[src/rtl/ysyx_041461_div_ctrl_pkg.sv]
// Shared types for the divider controller: op encodings, FSM states, result formatting.
package ysyx_041461_div_ctrl_pkg;

  localparam int XLEN = 64;

  typedef enum logic [1:0] {
    OP_DIV  = 2'd0,
    OP_DIVU = 2'd1,
    OP_REM  = 2'd2,
    OP_REMU = 2'd3
  } div_op_e;

  typedef enum logic [2:0] {
    IDLE  = 3'd0,
    ISSUE = 3'd1,
    WAIT  = 3'd2,
    DONE  = 3'd3,
    DRAIN = 3'd4
  } div_state_e;

  // W ops always write back the low word sign-extended, even for unsigned variants.
  function automatic logic [XLEN-1:0] fmt_result(input logic word, input logic [XLEN-1:0] r);
    return word ? {{(XLEN-32){r[31]}}, r[31:0]} : r;
  endfunction

endpackage

[src/rtl/ysyx_041461_div_ctrl_if.sv]
// Request/result handshake plus divider start/completion bus; master is the controller.
interface ysyx_041461_div_ctrl_if;
  import ysyx_041461_div_ctrl_pkg::*;

  logic            flush;
  logic            req_valid;
  logic            req_ready;
  logic [1:0]      req_op;
  logic            req_word;
  logic [XLEN-1:0] req_src1;
  logic [XLEN-1:0] req_src2;
  logic            res_valid;
  logic            res_ready;
  logic [XLEN-1:0] res_data;
  logic            DIV_valid_in;
  logic            DIV_signed;
  logic            DIV_divw;
  logic [XLEN-1:0] DIV_dividend;
  logic [XLEN-1:0] DIV_divisor;
  logic            DIV_valid_out;
  logic [XLEN-1:0] DIV_quotient;
  logic [XLEN-1:0] DIV_remainder;

  modport master (
    input  flush, req_valid, req_op, req_word, req_src1, req_src2, res_ready,
           DIV_valid_out, DIV_quotient, DIV_remainder,
    output req_ready, res_valid, res_data,
           DIV_valid_in, DIV_signed, DIV_divw, DIV_dividend, DIV_divisor
  );

  modport slave (
    output flush, req_valid, req_op, req_word, req_src1, req_src2, res_ready,
           DIV_valid_out, DIV_quotient, DIV_remainder,
    input  req_ready, res_valid, res_data,
           DIV_valid_in, DIV_signed, DIV_divw, DIV_dividend, DIV_divisor
  );

endinterface

[src/rtl/ysyx_041461_div_special.sv]
// Combinational operand extension and divide-by-zero / signed-overflow resolution.
// Zero and overflow are evaluated on the extended operands, so W ops use 32-bit limits.
module ysyx_041461_div_special
  import ysyx_041461_div_ctrl_pkg::*;
(
  input  div_op_e         op,
  input  logic            word,
  input  logic [XLEN-1:0] src1,
  input  logic [XLEN-1:0] src2,
  output logic            is_signed,
  output logic            sel_rem,
  output logic [XLEN-1:0] dividend,
  output logic [XLEN-1:0] divisor,
  output logic            special,
  output logic [XLEN-1:0] result
);

  logic [XLEN-1:0] min_int;
  logic [XLEN-1:0] quot;
  logic [XLEN-1:0] rem;
  logic            div_zero;
  logic            overflow;

  always_comb begin
    is_signed = (op == OP_DIV) || (op == OP_REM);
    sel_rem   = (op == OP_REM) || (op == OP_REMU);

    if (word) begin
      dividend = is_signed ? {{(XLEN-32){src1[31]}}, src1[31:0]} : {{(XLEN-32){1'b0}}, src1[31:0]};
      divisor  = is_signed ? {{(XLEN-32){src2[31]}}, src2[31:0]} : {{(XLEN-32){1'b0}}, src2[31:0]};
      min_int  = {{(XLEN-31){1'b1}}, {31{1'b0}}};
    end else begin
      dividend = src1;
      divisor  = src2;
      min_int  = {1'b1, {(XLEN-1){1'b0}}};
    end

    div_zero = (divisor == '0);
    overflow = is_signed && (dividend == min_int) && (divisor == '1);
    special  = div_zero || overflow;

    quot = '1;
    rem  = dividend;
    if (overflow) begin
      quot = dividend;
      rem  = '0;
    end
    result = fmt_result(word, sel_rem ? rem : quot);
  end

endmodule

[src/rtl/ysyx_041461_div_ctrl.sv]
// Divider initiator: special cases finish 1 cycle after accept, others issue one pulse and wait.
// Result is held in DONE until res_ready; req_ready only in IDLE, so no accept overlaps a held result.
module ysyx_041461_div_ctrl
  import ysyx_041461_div_ctrl_pkg::*;
(
  input  logic                   clk,
  input  logic                   rst,
  ysyx_041461_div_ctrl_if.master bus
);

  div_state_e      state_q, state_d;
  logic            sel_rem_q, sel_rem_d;
  logic [XLEN-1:0] res_data_q, res_data_d;
  logic            div_valid_in_q, div_valid_in_d;
  logic            div_signed_q, div_signed_d;
  logic            div_divw_q, div_divw_d;
  logic [XLEN-1:0] dividend_q, dividend_d;
  logic [XLEN-1:0] divisor_q, divisor_d;

  logic            sp_signed;
  logic            sp_rem;
  logic [XLEN-1:0] sp_dividend;
  logic [XLEN-1:0] sp_divisor;
  logic            sp_special;
  logic [XLEN-1:0] sp_result;

  ysyx_041461_div_special u_special (
    .op        (div_op_e'(bus.req_op)),
    .word      (bus.req_word),
    .src1      (bus.req_src1),
    .src2      (bus.req_src2),
    .is_signed (sp_signed),
    .sel_rem   (sp_rem),
    .dividend  (sp_dividend),
    .divisor   (sp_divisor),
    .special   (sp_special),
    .result    (sp_result)
  );

  always_comb begin
    state_d        = state_q;
    sel_rem_d      = sel_rem_q;
    res_data_d     = res_data_q;
    div_valid_in_d = 1'b0;
    div_signed_d   = div_signed_q;
    div_divw_d     = div_divw_q;
    dividend_d     = dividend_q;
    divisor_d      = divisor_q;

    case (state_q)
      IDLE: begin
        if (bus.req_valid && !bus.flush) begin
          sel_rem_d = sp_rem;
          if (sp_special) begin
            res_data_d = sp_result;
            state_d    = DONE;
          end else begin
            div_valid_in_d = 1'b1;
            div_signed_d   = sp_signed;
            div_divw_d     = bus.req_word;
            dividend_d     = sp_dividend;
            divisor_d      = sp_divisor;
            state_d        = ISSUE;
          end
        end
      end
      // A completion seen during ISSUE cannot belong to this request.
      ISSUE: state_d = bus.flush ? DRAIN : WAIT;
      WAIT: begin
        if (bus.flush) begin
          state_d = bus.DIV_valid_out ? IDLE : DRAIN;
        end else if (bus.DIV_valid_out) begin
          res_data_d = fmt_result(div_divw_q, sel_rem_q ? bus.DIV_remainder : bus.DIV_quotient);
          state_d    = DONE;
        end
      end
      DONE: begin
        if (bus.flush || bus.res_ready) state_d = IDLE;
      end
      DRAIN: begin
        if (bus.DIV_valid_out) state_d = IDLE;
      end
      default: state_d = IDLE;
    endcase
  end

  always_ff @(posedge clk or negedge rst) begin
    if (!rst) begin
      state_q        <= IDLE;
      sel_rem_q      <= 1'b0;
      res_data_q     <= '0;
      div_valid_in_q <= 1'b0;
      div_signed_q   <= 1'b0;
      div_divw_q     <= 1'b0;
      dividend_q     <= '0;
      divisor_q      <= '0;
    end else begin
      state_q        <= state_d;
      sel_rem_q      <= sel_rem_d;
      res_data_q     <= res_data_d;
      div_valid_in_q <= div_valid_in_d;
      div_signed_q   <= div_signed_d;
      div_divw_q     <= div_divw_d;
      dividend_q     <= dividend_d;
      divisor_q      <= divisor_d;
    end
  end

  assign bus.req_ready    = (state_q == IDLE);
  assign bus.res_valid    = (state_q == DONE);
  assign bus.res_data     = res_data_q;
  assign bus.DIV_valid_in = div_valid_in_q;
  assign bus.DIV_signed   = div_signed_q;
  assign bus.DIV_divw     = div_divw_q;
  assign bus.DIV_dividend = dividend_q;
  assign bus.DIV_divisor  = divisor_q;

endmodule

[src/flat_wrapper.sv]
// flat-port wrapper written by rule: the top's interface ports become plain ports
module ysyx_041461_div_ctrl_flat import ysyx_041461_div_ctrl_pkg::*;
  (clk, rst, bus_flush, bus_req_valid, bus_req_op, bus_req_word, bus_req_src1, bus_req_src2, bus_res_ready, bus_DIV_valid_out, bus_DIV_quotient, bus_DIV_remainder, bus_req_ready, bus_res_valid, bus_res_data, bus_DIV_valid_in, bus_DIV_signed, bus_DIV_divw, bus_DIV_dividend, bus_DIV_divisor);
  ysyx_041461_div_ctrl_if bus_i ();
  input  logic clk;
  input  logic rst;
  input wire logic [$bits(bus_i.flush)-1:0] bus_flush;
  input wire logic [$bits(bus_i.req_valid)-1:0] bus_req_valid;
  input wire logic [$bits(bus_i.req_op)-1:0] bus_req_op;
  input wire logic [$bits(bus_i.req_word)-1:0] bus_req_word;
  input wire logic [$bits(bus_i.req_src1)-1:0] bus_req_src1;
  input wire logic [$bits(bus_i.req_src2)-1:0] bus_req_src2;
  input wire logic [$bits(bus_i.res_ready)-1:0] bus_res_ready;
  input wire logic [$bits(bus_i.DIV_valid_out)-1:0] bus_DIV_valid_out;
  input wire logic [$bits(bus_i.DIV_quotient)-1:0] bus_DIV_quotient;
  input wire logic [$bits(bus_i.DIV_remainder)-1:0] bus_DIV_remainder;
  output wire logic [$bits(bus_i.req_ready)-1:0] bus_req_ready;
  output wire logic [$bits(bus_i.res_valid)-1:0] bus_res_valid;
  output wire logic [$bits(bus_i.res_data)-1:0] bus_res_data;
  output wire logic [$bits(bus_i.DIV_valid_in)-1:0] bus_DIV_valid_in;
  output wire logic [$bits(bus_i.DIV_signed)-1:0] bus_DIV_signed;
  output wire logic [$bits(bus_i.DIV_divw)-1:0] bus_DIV_divw;
  output wire logic [$bits(bus_i.DIV_dividend)-1:0] bus_DIV_dividend;
  output wire logic [$bits(bus_i.DIV_divisor)-1:0] bus_DIV_divisor;
  assign bus_i.flush = bus_flush;
  assign bus_i.req_valid = bus_req_valid;
  assign bus_i.req_op = bus_req_op;
  assign bus_i.req_word = bus_req_word;
  assign bus_i.req_src1 = bus_req_src1;
  assign bus_i.req_src2 = bus_req_src2;
  assign bus_i.res_ready = bus_res_ready;
  assign bus_i.DIV_valid_out = bus_DIV_valid_out;
  assign bus_i.DIV_quotient = bus_DIV_quotient;
  assign bus_i.DIV_remainder = bus_DIV_remainder;
  assign bus_req_ready = bus_i.req_ready;
  assign bus_res_valid = bus_i.res_valid;
  assign bus_res_data = bus_i.res_data;
  assign bus_DIV_valid_in = bus_i.DIV_valid_in;
  assign bus_DIV_signed = bus_i.DIV_signed;
  assign bus_DIV_divw = bus_i.DIV_divw;
  assign bus_DIV_dividend = bus_i.DIV_dividend;
  assign bus_DIV_divisor = bus_i.DIV_divisor;
  ysyx_041461_div_ctrl u_core (.clk(clk), .rst(rst), .bus(bus_i));
endmodule
[config.mk]
export PLATFORM = sky130hd
export DESIGN_NAME = ysyx_041461_div_ctrl_flat
export DESIGN_NICKNAME = d
export VERILOG_FILES = /design/src/rtl/ysyx_041461_div_ctrl_pkg.sv /design/src/rtl/ysyx_041461_div_ctrl_if.sv /design/src/rtl/ysyx_041461_div_special.sv /design/src/rtl/ysyx_041461_div_ctrl.sv /design/src/flat_wrapper.sv
export SDC_FILE = /design/constraint.sdc
export NUM_CORES = 1
export LEC_CHECK = 0
export ABC_AREA = 0
export BUFFER_PORTS_ARGS = -buffer_cell sky130_fd_sc_hd__buf_2
export CAP_MARGIN = 10
export CORE_AREA = 2 2 180 182
export CTS_CLUSTER_DIAMETER = 30
export DETAILED_ROUTE_END_ITERATION = 8
export DIE_AREA = 0 0 182 184
export GPL_ROUTABILITY_DRIVEN = 0
export PLACE_DENSITY = 0.62
export RECOVER_POWER = 100
export SETUP_SLACK_MARGIN = 0.15
export SLEW_MARGIN = 20
export SYNTH_ARGS = -nofsm -noshare
export SYNTH_HDL_FRONTEND = slang
export SYNTH_SLANG_ARGS = --single-unit
[constraint.sdc]
create_clock -name clk -period 2.61 [get_ports clk]
set_input_delay 0.261 -clock clk [delete_from_list [all_inputs] [get_ports clk]]
set_output_delay 0.261 -clock clk [all_outputs]
set_load 0.03 [all_outputs]
## Yosys cells after proc, flatten, opt, wreduce, memory -nomap -nowiden

Index checks and enable logic that the tools add are counted.

| storage, ports and cells | value |
|---|---|
| register bits after elaboration | 199 |
| input bits | 265 |
| output and inout port bits | 197 |
| word-level logic and storage cells | 68 |

| operators by class | value |
|---|---|
| eq/ne operators | 15 |
| mux-type cells | 28 |
| bitwise operators | 1 |
| reduce and logical (&&, ||, !) cells | 16 |

Operators with widths:

| cell | count |
|---|---|
| 64-bit two-way mux | 14 |
| 64-bit one-hot mux with 2 select lines | 1 |
| 64-bit equality test | 1 |
| 64-bit equality test (second input constant) | 1 |
| 64-bit zero test | 1 |
| 63-bit two-way mux | 1 |
| 3-bit two-way mux | 7 |
| 3-bit one-hot mux with 5 select lines | 1 |
| 3-bit by 2-bit equality test with 1-bit output (second input constant) | 2 |
| 2-bit by 1-bit != test with 1-bit output (second input constant) | 3 |
| 2-bit != test (second input constant) | 3 |
| 5-bit AND reduction | 1 |
| 2-bit equality test (second input constant) | 2 |
| 1-bit logical OR | 4 |
| 4-bit AND reduction | 1 |
| 3-bit by 1-bit equality test with 1-bit output (second input constant) | 1 |
| 3-bit equality test (second input constant) | 1 |
| 1-bit logical AND | 3 |
| 3-bit zero test | 1 |
| 1-bit two-way mux | 3 |
| 3-bit != test (second input constant) | 1 |
| 3-bit AND reduction | 1 |
| 2-bit zero test | 1 |
| 2-bit two-way mux | 1 |
| 4 further kinds | 4 |

## Logic depth before layout (Yosys ltp)

| depth | value |
|---|---|
| depth in word-level cells | 13 |
| depth in mapped cells | 11 |
| depth with buffers taken out | 7 |

## By module

From an unflattened synthesis, not the netlist that was laid out.

| unflattened totals | value |
|---|---|
| cell total of the unflattened synthesis | 1,162 |
| area, all modules | 11,292.1 sq um |

By module, submodules not included:

| module | instances | cells each | area an instance (sq um) | sequential area each (sq um) |
|---|---|---|---|---|
| ysyx_041461_div_ctrl | 1 | 724 | 8,844.7 | 4,979.8 |
| ysyx_041461_div_special | 1 | 438 | 2,447.3 | 0.0 |

## Least setup slack after synthesis

OpenSTA, ideal clock, no wires.

| timing path | value |
|---|---|
| kind | input to register |
| from | input port bus_req_word |
| to | register u_core.res_data_q[62] (netlist: u_core.bus.res_data[62]) |
| setup time | 0.124 ns |
| data arrival time | 2.316 ns |
| required time | 2.486 ns |
| path slack | 0.171 ns |
| stages on the path | 9 |
| buffers on the path | 2 |
| cells stage by stage | or4b_1 > a211o_1 > a211oi_2 > nand4_1 > a31o_1 > buf_2 > a211oi_4 > buf_6 > a21oi_1 |

| on the way | value |
|---|---|
| cells in the longest elaborated chain, start to end | 10 |
| elaborated cells between the ends (all ways) | 18 |
| classes of those cells | eq/ne (3); mux (10); reduce/logical (5) |

Ends and longest elaborated chain:

| element | RTL line | source |
|---|---|---|
| start: declaration | flat_wrapper.sv:10 | `input wire logic [$bits(bus_i.req_word)-1:0] bus_req_word;` |
| 64-bit two-way mux or 63-bit two-way mux (tied branches) | ysyx_041461_div_special.sv:28 | `if (word) begin` |
| 64-bit equality test | ysyx_041461_div_special.sv:39 | `overflow = is_signed && (dividend == min_int) && (divisor == '1);` |
| 1-bit logical AND (2 in a row) | ysyx_041461_div_special.sv:39 |  |
| 64-bit two-way mux | ysyx_041461_div_special.sv:44 | `if (overflow) begin` |
| 64-bit two-way mux | ysyx_041461_div_special.sv:48 | `result = fmt_result(word, sel_rem ? rem : quot);` |
| 64-bit two-way mux | ysyx_041461_div_ctrl_pkg.sv:23 | `return word ? {{(XLEN-32){r[31]}}, r[31:0]} : r;` |
| 64-bit two-way mux | ysyx_041461_div_ctrl.sv:54 | `if (sp_special) begin` |
| 64-bit two-way mux | ysyx_041461_div_ctrl.sv:52 | `if (bus.req_valid && !bus.flush) begin` |
| 64-bit one-hot mux with 2 select lines | ysyx_041461_div_ctrl.sv:50 | `case (state_q)` |
| end signal: assignment | ysyx_041461_div_ctrl.sv:100 | `res_data_q <= res_data_d;` |
| end: declaration | ysyx_041461_div_ctrl.sv:13 | `logic [XLEN-1:0] res_data_q, res_data_d;` |

Several ways; a longest one is shown, not always the timed one. The select of a mux whose other input is x is not followed.
A chain may end at the register's enable or synchronous reset.

## Worst setup path in the final report

| timing path | value |
|---|---|
| from | input port bus_req_word |
| to | register u_core.res_data_q[51] (netlist: u_core.bus.res_data[51]) |

Same word-level chain as after synthesis.

==> flow_metrics.py <==
metrics = {
    "status": {
        "outcome": "finished, violations left",
        "failing_checks": "max-capacitance violations, max-slew violations",
    },
    "worst_setup_path": {
        "worstPathMaxFanout": 32,
        "rr_startpoint": "u_core.state_q[2]$_DFFE_PN0P_",
        "critical_path_rt_ps": 2930,
        "critPathSlowestCell": "sky130_fd_sc_hd__or4b_1",
        "worst-endpoint-arrival_ps": 2660,
        "worst_path_largest_cell_delay_ps": 610,
        "reg2regPathDepth": 8,
        "end_kind": "register",
        "critPathTopFamily": "compound AO/OA/AOI/OAI gates",
        "crit_buf_inv": 2,
        "critical_r2r_capture": "u_core.bus.DIV_divisor[57]$_DFFE_PN0P_",
        "critPathKind": "input pin to register",
        "path_cells": "buf_2 -> or4b_1 -> a211o_1 -> a2111oi_2 -> nand4_1 -> a22o_1 -> a211oi_4 -> buf_12 -> a21oi_1",
        "r2r_setup_slack_ps": 440,
        "timing.critical_path.from_type": "input pin",
    },
    "power": {
        "static-leakage-power_nw": 6.73,
        "p_switching_mw": 7.89,
        "power.share.switching_pct": 48.1,
        "internal-power_mw": 8.53,
        "power_frac_clock_pct": 16.5,
        "pwr_density_cell_nw_per_um2": 1160,
        "vdd_drop_max_mv": 0.629,
        "pwr-share-seq_pct": 33.2,
        "comb_power_share_pct": 50.3,
        "total_power_draw_mw": 16.4,
    },
    "logic_synthesis": {
        "synthesis.area_um2": 10400,
        "syn_avg_cell_area_um2": 10.4,
        "synth_top_cell_area_share_pct": 47.7,
        "synth_sequential_area_ratio_pct": 47.7,
        "ys_seq_elements": 199,
        "synthTopCellsByCount": "199 x sky130_fd_sc_hd__dfrtp_1, 101 x sky130_fd_sc_hd__a21oi_1, 96 x sky130_fd_sc_hd__mux2i_1",
        "synth_most_common_cell": "sky130_fd_sc_hd__dfrtp_1",
        "yosys-top-cells-area": "sky130_fd_sc_hd__dfrtp_1 48%, sky130_fd_sc_hd__mux2i_1 9.2%, sky130_fd_sc_hd__mux2_2 7.1%",
        "synth_enable_flop_cells": 0,
        "ys_dominant_reg_cell": "sky130_fd_sc_hd__dfrtp_1",
        "warnings_synthesis": 0,
        "synth_fp_nets": 1272,
        "syn-instance-count": 1007,
        "synth_async_sr_flop_share_pct": 100,
        "synthDistinctLibCells": 47,
        "netlist.top_cell.by_area": "sky130_fd_sc_hd__dfrtp_1",
    },
    "routing": {
        "postRouteAntennaNets": 0,
        "first_iter_violations": 704,
        "routed_via_density": 5.30,
        "route.detailed.drc": 0,
        "drt-wirelength-per-cell_um": 21.0,
        "via_count": 10100,
        "detailedRoute.firstPassIterationCount": 5,
        "finalWirelength_um": 40000,
    },
    "floorplan": {
        "core_rows": 65,
        "die_width_um": 182,
        "start_util_pct": 33.2,
        "fp.dieArea_um2": 33500,
        "chipHeight_um": 184,
        "pin_count": 462,
        "design.core.area_um2": 31400,
    },
    "sta": {
        "final.setup.tns_ps": 0,
        "finalSetupViolCount": 0,
        "post-route-worst-setup-slack_ps": 264,
        "grt_setup_unrepaired": "no",
        "final_min_period_over_clock_period_pct": 89.9,
        "finalMaxSlewViolations": 77,
        "max_slew_margin_pct": -27.9,
        "fmaxAchievable_mhz": 426,
        "hold_viol": 0,
        "timing_worst_slew_pin_value_ps": 1920,
        "finalClockSkew_ps": 13.0,
        "layout_min_cycle_time_ps": 2350,
    },
    "cells_and_area": {
        "area_growth_syn_to_layout_pct": 35.3,
        "multi_input_logic_area_um2": 5100,
        "layout.area.seq_um2": 4980,
        "layout.cell_area.non_filler_um2": 14100,
        "antenna-diode-count": 0,
        "fill_cells": 3146,
        "utilization_pct": 45.0,
        "design.final.nets": 1757,
        "layout-drive-gt1-share_pct": 30.7,
    },
    "global_routing": {
        "initial_antenna_violation_count": 2,
        "grt_pass1_vias": 9880,
        "grt_pass1_wl_um": 59300,
        "groute.usage.overall_pct": 23.4,
        "global_route.usage.met3_pct": 4.81,
        "most_used_routing_layer": "met2",
        "grt_overflow": 0,
        "grtUsageMet2_pct": 36.2,
        "grt.met1_usage_pct": 32.4,
        "grt_start_max_net_pins": 86,
    },
    "placed_design": {
        "dp_slack_ps": -390,
        "hpwlAfterDp_um": 30800,
        "dpl_cell_area_um2": 13800,
        "placement.io_buffers": 461,
    },
    "min_path": {
        "timing.hold.worst.class": "input pin to register",
        "hold_path_startpoint": "bus_DIV_valid_out",
        "worstHoldPathCells": 2,
        "hold_end": "u_core.state_q[2]$_DFFE_PN0P_",
    },
    "clocking": {
        "clockRootBuffer": "sky130_fd_sc_hd__clkbuf_16",
        "cts_max_level": 4,
        "cts_buffer_depth": 2,
        "clk_transition_reported_paths_ps": 70,
        "cts_buffers": 17,
        "tritoncts_clock_tree": "yes",
        "worst_skew_pair.late_latency_ps": 450,
        "cts_sinks": 199,
    },
    "flow_run": {
        "cap_viol_max_count": 1,
    },
}
-- logic make-up (layout without fill, tap and decap cells) --
| group | count (synthesis) | after routing | synth area share (%) |
|---|---|---|---|
| buf+inv | 90 | 587 | 3.88 |
| flops | 199 | 199 | 47.7 |
| mux | 162 | 162 | 16.3 |
| compound gates | 315 | 315 | 18.9 |
| simple gates | 241 | 241 | 13.2 |
-- routing by layer --
layer / part of all wire (%) / vias up
li1: - / 4706
met1: 45 / 4942
met2: 46 / 394
met3: 6.8 / 64
met4: 2.6 / 2
met5: 0.035 / -
-- registers in the layout, summed over array words and instances (netlist names) --
register	count
u_core.sel_rem_q	1
u_core.bus.DIV_divisor	64
u_core.bus.DIV_valid_in	1
u_core.state_q	3
u_core.bus.res_data	64
u_core.bus.DIV_dividend	64
u_core.bus.DIV_signed	1
u_core.bus.DIV_divw	1
-- worst max-delay path by stage --
| stage | start | cells after the start | end |
|---|---|---|---|
| final | bus_req_word | 9 | u_core.bus.res_data[51]$_DFFE_PN0P_ |
| after global routing | bus_req_word | 13 | u_core.bus.DIV_divisor[57]$_DFFE_PN0P_ |
| after CTS | bus_req_src1[26] | 8 | u_core.bus.res_data[19]$_DFFE_PN0P_ |
| after detailed placement | bus_req_src1[26] | 8 | u_core.bus.res_data[10]$_DFFE_PN0P_ |
| after global placement | bus_req_src1[26] | 10 | u_core.bus.res_data[60]$_DFFE_PN0P_ |
| after floorplan | bus_req_word | 9 | u_core.bus.res_data[62]$_DFFE_PN0P_ |
-- what timing repair did --
| item | in CTS | in global routing |
|---|---|---|
| hold buffers | 1 | 0 |
| gates cloned | 0 | 0 |
| hold endpoints to repair | 75 | 0 |
| pin swaps | 1 | 0 |
| endpoints found under the setup margin | 86 | 164 |
| resized for setup | 1 | 7 |
| buffers inserted | 1 | 0 |
-- power by group through the flow --
stage	clock (mW)	combinational, mW	sequential, mW
floorplan	0	2.74	8.30
global placement	0	8.62	5.40
detailed placement	0	8.73	5.45
CTS	2.78	8.75	5.40
global route	2.89	8.77	5.65
finish	2.71	8.26	5.45
-- metrics by stage --
stage,hold slack (ps),std cells
CTS,11.4,1906
detailed placement,367,1873
floorplan,-34.6,1007
global placement,364,1873
global route,25.0,1906
finish,39.9,1906
-- placed cells by master, fill, tap and decap left out, types with 3 or more instances in the layout --
| cell | count |
|---|---|
| sky130_fd_sc_hd__inv_1 | 4 |
| sky130_fd_sc_hd__and4_1 | 3 |
| sky130_fd_sc_hd__buf_12 | 16 |
| sky130_fd_sc_hd__nand3b_1 | 4 |
| sky130_fd_sc_hd__nor4_1 | 29 |
| sky130_fd_sc_hd__nand4b_1 | 6 |
| sky130_fd_sc_hd__inv_6 | 3 |
| sky130_fd_sc_hd__o31ai_1 | 64 |
| sky130_fd_sc_hd__buf_4 | 66 |
| sky130_fd_sc_hd__mux2i_1 | 96 |
| sky130_fd_sc_hd__clkbuf_1 | 200 |
| sky130_fd_sc_hd__buf_2 | 265 |
| sky130_fd_sc_hd__nand2_1 | 68 |
| sky130_fd_sc_hd__nor2_1 | 9 |
| sky130_fd_sc_hd__nand2b_1 | 64 |
| sky130_fd_sc_hd__mux2_2 | 66 |
| sky130_fd_sc_hd__nand4_1 | 24 |
| sky130_fd_sc_hd__or4_1 | 9 |
| sky130_fd_sc_hd__o21ai_0 | 69 |
| sky130_fd_sc_hd__clkbuf_16 | 17 |
| sky130_fd_sc_hd__a21o_1 | 65 |
| sky130_fd_sc_hd__a21oi_1 | 100 |
| sky130_fd_sc_hd__clkinvlp_4 | 3 |
| sky130_fd_sc_hd__nand3_1 | 3 |
| sky130_fd_sc_hd__dfrtp_1 | 198 |
| sky130_fd_sc_hd__or4b_1 | 3 |
-- area by class of cell --
class / instances / share of cell area (%)
Multi-Input combinational cell: 718 / 36.1
Sequential cell: 199 / 35.3
Timing Repair Buffer: 551 / 20.7
Tap cell: 402 / 3.56
Clock buffer: 19 / 3.14
Clock inverter: 12 / 1.00
Inverter: 5 / 0.133
-- worst reg2reg max path: cells and delay by family, from the launching register on --
kind,cells,cell delay (ps)
compound gates,1,180
buf+inv,4,640
flops,1,480
simple gates,3,760
Note: power is estimated with default switching activity, not from simulation.
